===== src/rtl/miriscv_lsu_ctrl_if.sv =====
// Data memory bus between the LSU sequencer (master) and the data memory port (slave).
interface miriscv_lsu_ctrl_if;
  logic        data_req_o;
  logic        data_we_o;
  logic [3:0]  data_be_o;
  logic [31:0] data_addr_o;
  logic [31:0] data_wdata_o;
  logic        data_gnt_i;
  logic        data_rvalid_i;
  logic [31:0] data_rdata_i;

  modport master (
    output data_req_o, data_we_o, data_be_o, data_addr_o, data_wdata_o,
    input  data_gnt_i, data_rvalid_i, data_rdata_i
  );

  modport slave (
    input  data_req_o, data_we_o, data_be_o, data_addr_o, data_wdata_o,
    output data_gnt_i, data_rvalid_i, data_rdata_i
  );
endinterface


===== src/rtl/miriscv_lsu_ctrl.sv =====
// Load/store sequencer: req/gnt/rvalid handshake, byte lanes, store replication, load extension.
// Define MIRISCV_LSU_MISALIGN_TRAP_EN to trap misaligned H/W accesses instead of issuing them.
module miriscv_lsu_ctrl #(
  parameter int TIMEOUT_CYCLES = 16
) (
  input  logic               clk_i,
  input  logic               arstn_i,
  input  logic               lsu_req_i,
  input  logic               lsu_we_i,
  input  logic [2:0]         lsu_size_i,
  input  logic [31:0]        lsu_addr_i,
  input  logic [31:0]        lsu_wdata_i,
  output logic [31:0]        lsu_rdata_o,
  output logic               lsu_stall_o,
  output logic               lsu_misalign_o,
  output logic               lsu_fault_o,
  miriscv_lsu_ctrl_if.master bus
);
  localparam int CNT_W = (TIMEOUT_CYCLES > 0) ? $clog2(TIMEOUT_CYCLES + 1) : 1;

  typedef enum logic [1:0] {IDLE, REQ, RESP, DONE} state_e;
  state_e state_reg, state_next;

  logic [CNT_W-1:0] cnt_reg;
  logic [29:0]      addr_reg;
  logic             we_reg;
  logic [3:0]       be_reg;
  logic [31:0]      wdata_reg;
  logic [31:0]      rdata_reg;
  logic [1:0]       off_reg;
  logic             word_reg, half_reg, uns_reg;
  logic             fault_reg;

  logic capture, load_done, fault_set, timeout, trap;

  // Sizes 3/6/7 fold into W; the unsigned flag is only consulted on loads
  logic        is_word, is_half, is_uns;
  logic [1:0]  off;
  logic [3:0]  be;
  logic [31:0] wdata_rep;
  assign is_word   = lsu_size_i[1];
  assign is_half   = ~lsu_size_i[1] & lsu_size_i[0];
  assign is_uns    = lsu_size_i[2] & ~lsu_size_i[1];
  assign off       = is_word ? 2'b00 : (is_half ? {lsu_addr_i[1], 1'b0} : lsu_addr_i[1:0]);
  assign be        = is_word ? 4'b1111 : (is_half ? (4'b0011 << off) : (4'b0001 << off));
  assign wdata_rep = is_word ? lsu_wdata_i
                   : (is_half ? {2{lsu_wdata_i[15:0]}} : {4{lsu_wdata_i[7:0]}});

`ifdef MIRISCV_LSU_MISALIGN_TRAP_EN
  logic misalign_reg;
  assign trap = (is_half & lsu_addr_i[0]) | (is_word & (lsu_addr_i[1:0] != 2'b00));
  always_ff @(posedge clk_i or negedge arstn_i) begin
    if (!arstn_i) misalign_reg <= 1'b0;
    else          misalign_reg <= (state_reg == IDLE) & lsu_req_i & trap;
  end
  assign lsu_misalign_o = misalign_reg;
`else
  assign trap           = 1'b0;
  assign lsu_misalign_o = 1'b0;
`endif

  generate
    if (TIMEOUT_CYCLES > 0) begin : g_timeout
      assign timeout = (32'(cnt_reg) == 32'(TIMEOUT_CYCLES - 1));
    end else begin : g_no_timeout
      assign timeout = 1'b0;
    end
  endgenerate

  always_ff @(posedge clk_i or negedge arstn_i) begin
    if (!arstn_i) state_reg <= IDLE;
    else          state_reg <= state_next;
  end

  // A grant or response in the last allowed wait cycle still wins over the timeout
  always_comb begin
    state_next = state_reg;
    capture    = 1'b0;
    load_done  = 1'b0;
    fault_set  = 1'b0;
    case (state_reg)
      IDLE: if (lsu_req_i) begin
        if (trap) state_next = DONE;
        else begin
          state_next = REQ;
          capture    = 1'b1;
        end
      end
      REQ: if (bus.data_gnt_i) state_next = RESP;
           else if (timeout) begin
             state_next = DONE;
             fault_set  = 1'b1;
           end
      RESP: if (bus.data_rvalid_i) begin
              state_next = DONE;
              load_done  = ~we_reg;
            end else if (timeout) begin
              state_next = DONE;
              fault_set  = 1'b1;
            end
      DONE:    state_next = IDLE;
      default: state_next = IDLE;
    endcase
  end

  logic [31:0] shifted, load_ext;
  assign shifted = bus.data_rdata_i >> {off_reg, 3'b000};
  always_comb begin
    if (word_reg)      load_ext = shifted;
    else if (half_reg) load_ext = {{16{~uns_reg & shifted[15]}}, shifted[15:0]};
    else               load_ext = {{24{~uns_reg & shifted[7]}}, shifted[7:0]};
  end

  always_ff @(posedge clk_i or negedge arstn_i) begin
    if (!arstn_i) begin
      cnt_reg   <= '0;
      addr_reg  <= '0;
      we_reg    <= 1'b0;
      be_reg    <= '0;
      wdata_reg <= '0;
      rdata_reg <= '0;
      off_reg   <= '0;
      word_reg  <= 1'b0;
      half_reg  <= 1'b0;
      uns_reg   <= 1'b0;
      fault_reg <= 1'b0;
    end else begin
      if (capture) begin
        addr_reg  <= lsu_addr_i[31:2];
        we_reg    <= lsu_we_i;
        be_reg    <= be;
        wdata_reg <= wdata_rep;
        off_reg   <= off;
        word_reg  <= is_word;
        half_reg  <= is_half;
        uns_reg   <= is_uns;
      end
      if (load_done) rdata_reg <= load_ext;
      fault_reg <= fault_set;
      // Cleared on every state change, so it counts wait cycles from entry into REQ or RESP
      if (state_next != state_reg) cnt_reg <= '0;
      else                         cnt_reg <= cnt_reg + 1'b1;
    end
  end

  assign bus.data_req_o   = (state_reg == REQ);
  assign bus.data_we_o    = we_reg;
  assign bus.data_be_o    = be_reg;
  assign bus.data_addr_o  = {addr_reg, 2'b00};
  assign bus.data_wdata_o = wdata_reg;
  assign lsu_rdata_o      = rdata_reg;
  assign lsu_fault_o      = fault_reg;
  assign lsu_stall_o      = lsu_req_i & (state_reg != DONE);
endmodule


===== src/flat_wrapper.sv =====
// flat-port wrapper written by rule: the top's interface ports become plain ports
module miriscv_lsu_ctrl_flat 
#(
  parameter int TIMEOUT_CYCLES = 16
)
  (clk_i, arstn_i, lsu_req_i, lsu_we_i, lsu_size_i, lsu_addr_i, lsu_wdata_i, lsu_rdata_o, lsu_stall_o, lsu_misalign_o, lsu_fault_o, bus_data_req_o, bus_data_we_o, bus_data_be_o, bus_data_addr_o, bus_data_wdata_o, bus_data_gnt_i, bus_data_rvalid_i, bus_data_rdata_i);
  miriscv_lsu_ctrl_if bus_i ();
  input  logic clk_i;
  input  logic arstn_i;
  input  logic lsu_req_i;
  input  logic lsu_we_i;
  input  logic [2:0] lsu_size_i;
  input  logic [31:0] lsu_addr_i;
  input  logic [31:0] lsu_wdata_i;
  output logic [31:0] lsu_rdata_o;
  output logic lsu_stall_o;
  output logic lsu_misalign_o;
  output logic lsu_fault_o;
  output wire logic [$bits(bus_i.data_req_o)-1:0] bus_data_req_o;
  output wire logic [$bits(bus_i.data_we_o)-1:0] bus_data_we_o;
  output wire logic [$bits(bus_i.data_be_o)-1:0] bus_data_be_o;
  output wire logic [$bits(bus_i.data_addr_o)-1:0] bus_data_addr_o;
  output wire logic [$bits(bus_i.data_wdata_o)-1:0] bus_data_wdata_o;
  input wire logic [$bits(bus_i.data_gnt_i)-1:0] bus_data_gnt_i;
  input wire logic [$bits(bus_i.data_rvalid_i)-1:0] bus_data_rvalid_i;
  input wire logic [$bits(bus_i.data_rdata_i)-1:0] bus_data_rdata_i;
  assign bus_data_req_o = bus_i.data_req_o;
  assign bus_data_we_o = bus_i.data_we_o;
  assign bus_data_be_o = bus_i.data_be_o;
  assign bus_data_addr_o = bus_i.data_addr_o;
  assign bus_data_wdata_o = bus_i.data_wdata_o;
  assign bus_i.data_gnt_i = bus_data_gnt_i;
  assign bus_i.data_rvalid_i = bus_data_rvalid_i;
  assign bus_i.data_rdata_i = bus_data_rdata_i;
  miriscv_lsu_ctrl #(.TIMEOUT_CYCLES(TIMEOUT_CYCLES)) u_core (.clk_i(clk_i), .arstn_i(arstn_i), .lsu_req_i(lsu_req_i), .lsu_we_i(lsu_we_i), .lsu_size_i(lsu_size_i), .lsu_addr_i(lsu_addr_i), .lsu_wdata_i(lsu_wdata_i), .lsu_rdata_o(lsu_rdata_o), .lsu_stall_o(lsu_stall_o), .lsu_misalign_o(lsu_misalign_o), .lsu_fault_o(lsu_fault_o), .bus(bus_i));
endmodule

===== config.mk =====
export PLATFORM = sky130hd
export DESIGN_NAME = miriscv_lsu_ctrl_flat
export DESIGN_NICKNAME = d
export VERILOG_FILES = /design/src/rtl/miriscv_lsu_ctrl_if.sv /design/src/rtl/miriscv_lsu_ctrl.sv /design/src/flat_wrapper.sv
export SDC_FILE = /design/constraint.sdc
export NUM_CORES = 1
export LEC_CHECK = 0
export BUFFER_PORTS_ARGS = -buffer_cell sky130_fd_sc_hd__buf_2
export CAP_MARGIN = 20
export CORE_ASPECT_RATIO = 0.8
export CORE_MARGIN = 8
export CORE_UTILIZATION = 45
export CTS_BUF_LIST = sky130_fd_sc_hd__clkbuf_16
export DETAILED_ROUTE_END_ITERATION = 10
export PLACE_DENSITY = 0.75
export SYNTH_ARGS = -nofsm -noshare
export SYNTH_HDL_FRONTEND = slang
export SYNTH_SLANG_ARGS = --single-unit

===== constraint.sdc =====
create_clock -name clk_i -period 2.28 [get_ports clk_i]
set_clock_uncertainty 0.05 [all_clocks]
set_input_delay 0.342 -clock clk_i [delete_from_list [all_inputs] [get_ports clk_i]]
set_output_delay 0.342 -clock clk_i [all_outputs]
set_load 0.05 [all_outputs]

### After elaboration in Yosys (flattened, before gate mapping)

Index checks and enable logic that the tools add are counted.

* flip-flop bits (word level): 112
* output and inout bits: 105

* add/subtract/negate cells: 1
* eq/ne operators: 6
* shift-type cells: 3
* muxes and demuxes: 22
* bitwise logic cells: 8
* reduce and logical (&&, ||, !) cells: 1

Operator list (count)
* $mux W32: 4
* $shr A32 B5 Y32: 1
* $mux W2: 5
* $mux W1: 8
* $mux W4: 2
* $pmux W2 S4: 1
* $add A5 B1 Y5 const B: 1
* $and A1 B1 Y1: 5
* $eq A5 B4 Y1 const B: 1
* $mux W5: 1
* $eq A2 B2 Y1 const B: 2
* $shl A1 B2 Y4 const A: 1
* $shl A2 B2 Y4 const A: 1
* $not A1 Y1: 3
* $eq A2 B1 Y1 const B: 1
* $logic_not A2 Y1: 1
* $ne A2 B2 Y1: 1
* $ne A2 B2 Y1 const B: 1
* $pmux W1 S2: 1

### Logic depth before layout (Yosys ltp)

* word-level depth: 7
* depth in mapped cells: 9

### Worst setup path before layout

Ideal clock, no wire load.

* path type: flip-flop to flip-flop
* start point: register u_core.state_reg[1]
* end point: register u_core.cnt_reg[2]
* arrival: 1.868 ns
* data required time: 2.083 ns
* slack: 0.215 ns
* stages on the path, launching flop included: 6
* buffers on the path: 0
* period minus slack after synthesis: 2.065 ns
* cells stage by stage: dfrtp_1 > inv_1 > ha_1 > o21ai_0 > a311oi_1 > nor3_1

* elaborated cells between the ends (all ways): 11
* classes of those cells: eq/ne: 4; mux: 6; reduce/logical: 1

RTL lines
* start, declared: RTL line miriscv_lsu_ctrl.sv:22 `state_e state_reg, state_next;`
* start signal, assigned: RTL line miriscv_lsu_ctrl.sv:72 `else state_reg <= state_next;`
* $eq A2 B1 Y1
* net bus_data_req_o: RTL line flat_wrapper.sv:19 `output wire logic [$bits(bus_i.data_req_o)-1:0] bus_data_req_o;`
* $pmux W2 S4: RTL line miriscv_lsu_ctrl.sv:81 `case (state_reg)`
* $ne A2 B2 Y1: RTL line miriscv_lsu_ctrl.sv:141 `if (state_next != state_reg) cnt_reg <= '0;`
* $mux W5: RTL line miriscv_lsu_ctrl.sv:141
* end signal, assigned: RTL line miriscv_lsu_ctrl.sv:142 `else cnt_reg <= cnt_reg + 1'b1;`
* end, declared: RTL line miriscv_lsu_ctrl.sv:24 `logic [CNT_W-1:0] cnt_reg;`

The timed path passes the listed nets, and every way through them passes these cells.
A chain may end at the register's enable or synchronous reset.

### Worst setup path in the final report

* start point: register u_core.state_reg[0]
* end point: register u_core.rdata_reg[28] (netlist: u_core.lsu_rdata_o[28])

* longest elaborated chain between the ends: 2

RTL lines
* $eq A2 B2 Y1: RTL line miriscv_lsu_ctrl.sv:81
* $mux W1: RTL line miriscv_lsu_ctrl.sv:81
* end signal, assigned: RTL line miriscv_lsu_ctrl.sv:138 `if (load_done) rdata_reg <= load_ext;`
* end, declared: RTL line miriscv_lsu_ctrl.sv:29 `logic [31:0] rdata_reg;`

Every way passes these cells.

==> run metrics <==
status finished clean; Seq/Total Area, Yosys 52.93%; asr flop ratio synth 100.0%; # fillers 957; clock network fraction of total power 14.1%; TritonCTS Sinks 112; Post-synth EDFFs 0; Top FF cell, synth dfrtp_1; Max Root-Sink Buffers 2; Syn Area/Cell 10.94 sq um; CORE AREA 11,520 sq um; Slew @ Worst Pin 0.6238 ns; Logic pwr share 56.3%; CTS Buf Count 9; Sequential Area 2803 sq um; fin crit share 92.22%; final WL 15,170 um; Worst path max stage delay 0.44 ns; PwrDens 1746 nW/um^2; Mapped Cells 484; first-pass GRT wire length 24,490 um; gpl congestion 0.8674; Clk Latency, worst-skew pair 0.34 ns; total gr overflow 0; combinational family with the most area after synthesis multiplexers; Die Wd 137.3 um; IO Pins 210; Sequential Power Share 29.6%; Post-DP HPWL 11,910 um; internal power 0.005714 W; final worst slack 0.1775 ns; critical path startpoint category flop; initial core utilization 45.98%; row cnt 35; post-synthesis compound-gate area fraction 13.40%; Layout area overhead 29.04%; Synth cell types 47; CP max stage cell dfrtp_1; Port Buffers 206; routed vias 4,494; mux cell area share after synthesis 18.53%; Tot GR Track Use 19.67%; cell taking the most area after synthesis dfrtp_1; P_sw 0.006215 W; via-per-instance ratio 5.369; top-area cell type share of the netlist area 52.93%; relative slew slack 58.13%; final antenna-violating net count 0; Max IR drop VDD 1.186 mV; Post-CTS Setup Repair Bufs 0; final count of negative-setup-slack endpoints 0; crit path time final 2.103 ns; WP data arrival 2.28 ns; vias in the first global route 4,706; CTS root buffer clkbuf_16; die area 15,520 sq um; largest net degree at the start of global routing 59; H-tree level count 3; layout net count 795; P_leak 3.382 nW; Synth Warn # 0; Fin. Hold Viols 0; RSZ-0062 raised after global routing no; cells along the critical path inv_1, ha_1, nand2_1, or2_1, buf_4, a221o_1; Post-Syn Area 5295 sq um; critical path type reg2reg; Post-Synth XOR/XNOR Area 0.4962%; Yosys reg bits 112; Worst Setup End Kind flop; initial antenna violation count 1; post-CTS sizing 0; sw frac 52.10%; Hold Path Class in2reg; Post-Synth Adder-Cell Area 1.654%; Simple-Gate Fraction of Synth Area 9.334%; TritonCTS clock tree done; share of post-route cells with drive strength above 1 39.24%; Peak Freq 475.6 MHz; WL/cell 18.12 um; Setup WS pre-CTS 0.2304 ns; worst-path maximum fanout 21; die height 113.0 um; count of pins over their slew limit 0; top cells by area, synth dfrtp_1 53%, mux2i_1 7.8%, mux2_2 5.3%; setup TNS 0 ns; critical path data required time 2.46 ns; initial DRC count 203; DR DRC count 0; Multi-input gate area 2317 sq um; First-pass DRT Iterations 4; MaxCap Viol Count 0; clock-pin slew on the worst setup and hold paths 0.07 ns
[power by group through the flow]
stage                     logic [W]  clock network, W  registers, W
final                       0.00672           0.00168       0.00353
after global routing        0.00714           0.00181       0.00365
after CTS                   0.00678           0.00172       0.00353
after detailed placement    0.00676                 0       0.00355
after global placement      0.00664                 0       0.00350
after floorplan             0.00210                 0       0.00645
[worst max-delay path: cells and delay by family (launching register included)]
family / cells / cell delay [ns]
flops: 1 / 0.44
simple gates: 2 / 0.41
buf+inv: 2 / 0.40
compound gates: 1 / 0.36
fa+ha+maj: 1 / 0.33
[per-stage QoR]
stage | hold slack [ns] | std cells | area [sq um] | util, % | total power [W]
3_3_place_gp | 0.3013 | 819 | 6499 | 56.43 | 0.01014
3_5_place_dp | 0.3243 | 819 | 6499 | 56.43 | 0.01031
4_1_cts | 0.1443 | 836 | 6830 | 59.30 | 0.01203
2_1_floorplan | -0.003591 | 486 | 5303 | - | 0.008549
5_1_grt | 0.1470 | 836 | 6830 | 59.30 | 0.01260
6_report | 0.1557 | 837 | 6833 | 59.33 | 0.01193
[area by class of cell]
cell class              count  area share, %
multi-input cells         331          33.91
diodes                      1        0.03662
clock buffers               9          3.296
well taps                 148          2.710
inverters                   8         0.4395
clock inverters             7          1.410
repair buffers            221          17.18
flip-flops and latches    112          41.02
[Yosys cell counts (3+ instances only)]
cell type  count
and3_1         3
o21ai_0       15
mux2_1        23
buf_1          5
inv_1          7
a221o_1        9
buf_2         11
a31oi_1        3
nand2_1       45
buf_4          4
ha_1           7
nor3_1         4
a21oi_1       40
clkbuf_1      15
nor2_1        37
nand3b_1       3
dfrtp_1      112
mux2i_1       41
a22o_1         7
nor2b_1        4
mux2_2        25
o21ai_1       35
[path summary, 6_finish.rpt]
check	start	endpoint	slack, ns	cells past startpoint
hold / removal	lsu_addr_i[23]	u_core.addr_reg[21]$_DFFE_PN0P_	0.16	2
setup reg to reg	u_core.state_reg[0]$_DFF_PN0_	u_core.lsu_rdata_o[28]$_DFFE_PN0P_	0.18	6
setup / recovery	u_core.state_reg[0]$_DFF_PN0_	u_core.lsu_rdata_o[28]$_DFFE_PN0P_	0.18	6
max in group asynchronous	arstn_i	u_core.bus.data_wdata_o[4]$_DFFE_PN0P_	1.03	3
hold reg to reg	u_core.cnt_reg[0]$_DFF_PN0_	u_core.cnt_reg[0]$_DFF_PN0_	0.43	1
min in group asynchronous	arstn_i	u_core.lsu_fault_o$_DFF_PN0_	0.47	2
[logic make-up (layout without fill, tap and decap cells)]
| kind of cell | count (synthesis) | after routing |
|---|---|---|
| flops | 112 | 112 |
| mux | 91 | 91 |
| buf+inv | 43 | 245 |
| other cells | 1 | 4 |
| xor+xnor | 3 | 3 |
| compound gates | 119 | 119 |
| simple gates | 108 | 108 |
| fa+ha+maj | 7 | 7 |
[per-layer routing]
metal  share of wire (%)  wire length (um)  vias to the layer above  GRT usage (%)
li1                    -                 -                     2107              -
met1                  41              6181                     2167          23.98
met2                  46              7053                      203          31.36
met3                  12              1770                       15          9.035
met4                 1.0               153                        2          3.902
met5               0.073                11                        -              0
[what timing repair did]
action,in CTS,in global routing
endpoints found under the setup margin,0,0
endpoints found under the hold margin,39,0
hold buffers,1,0
[layout by cell type (no fill, tap or decap), types with 4 or more instances in the layout]
cell type,n
mux2_1,23
a21oi_1,40
clkbuf_16,9
dfrtp_1,112
nor2b_1,4
buf_2,205
ha_1,7
buf_4,13
nor3_1,4
mux2i_1,41
a221o_1,9
inv_1,7
nand2_1,44
a22o_1,7
o21ai_1,35
mux2_2,25
o21ai_0,15
nor2_1,37
No activity file was read; power rests on OpenSTA's default activity.
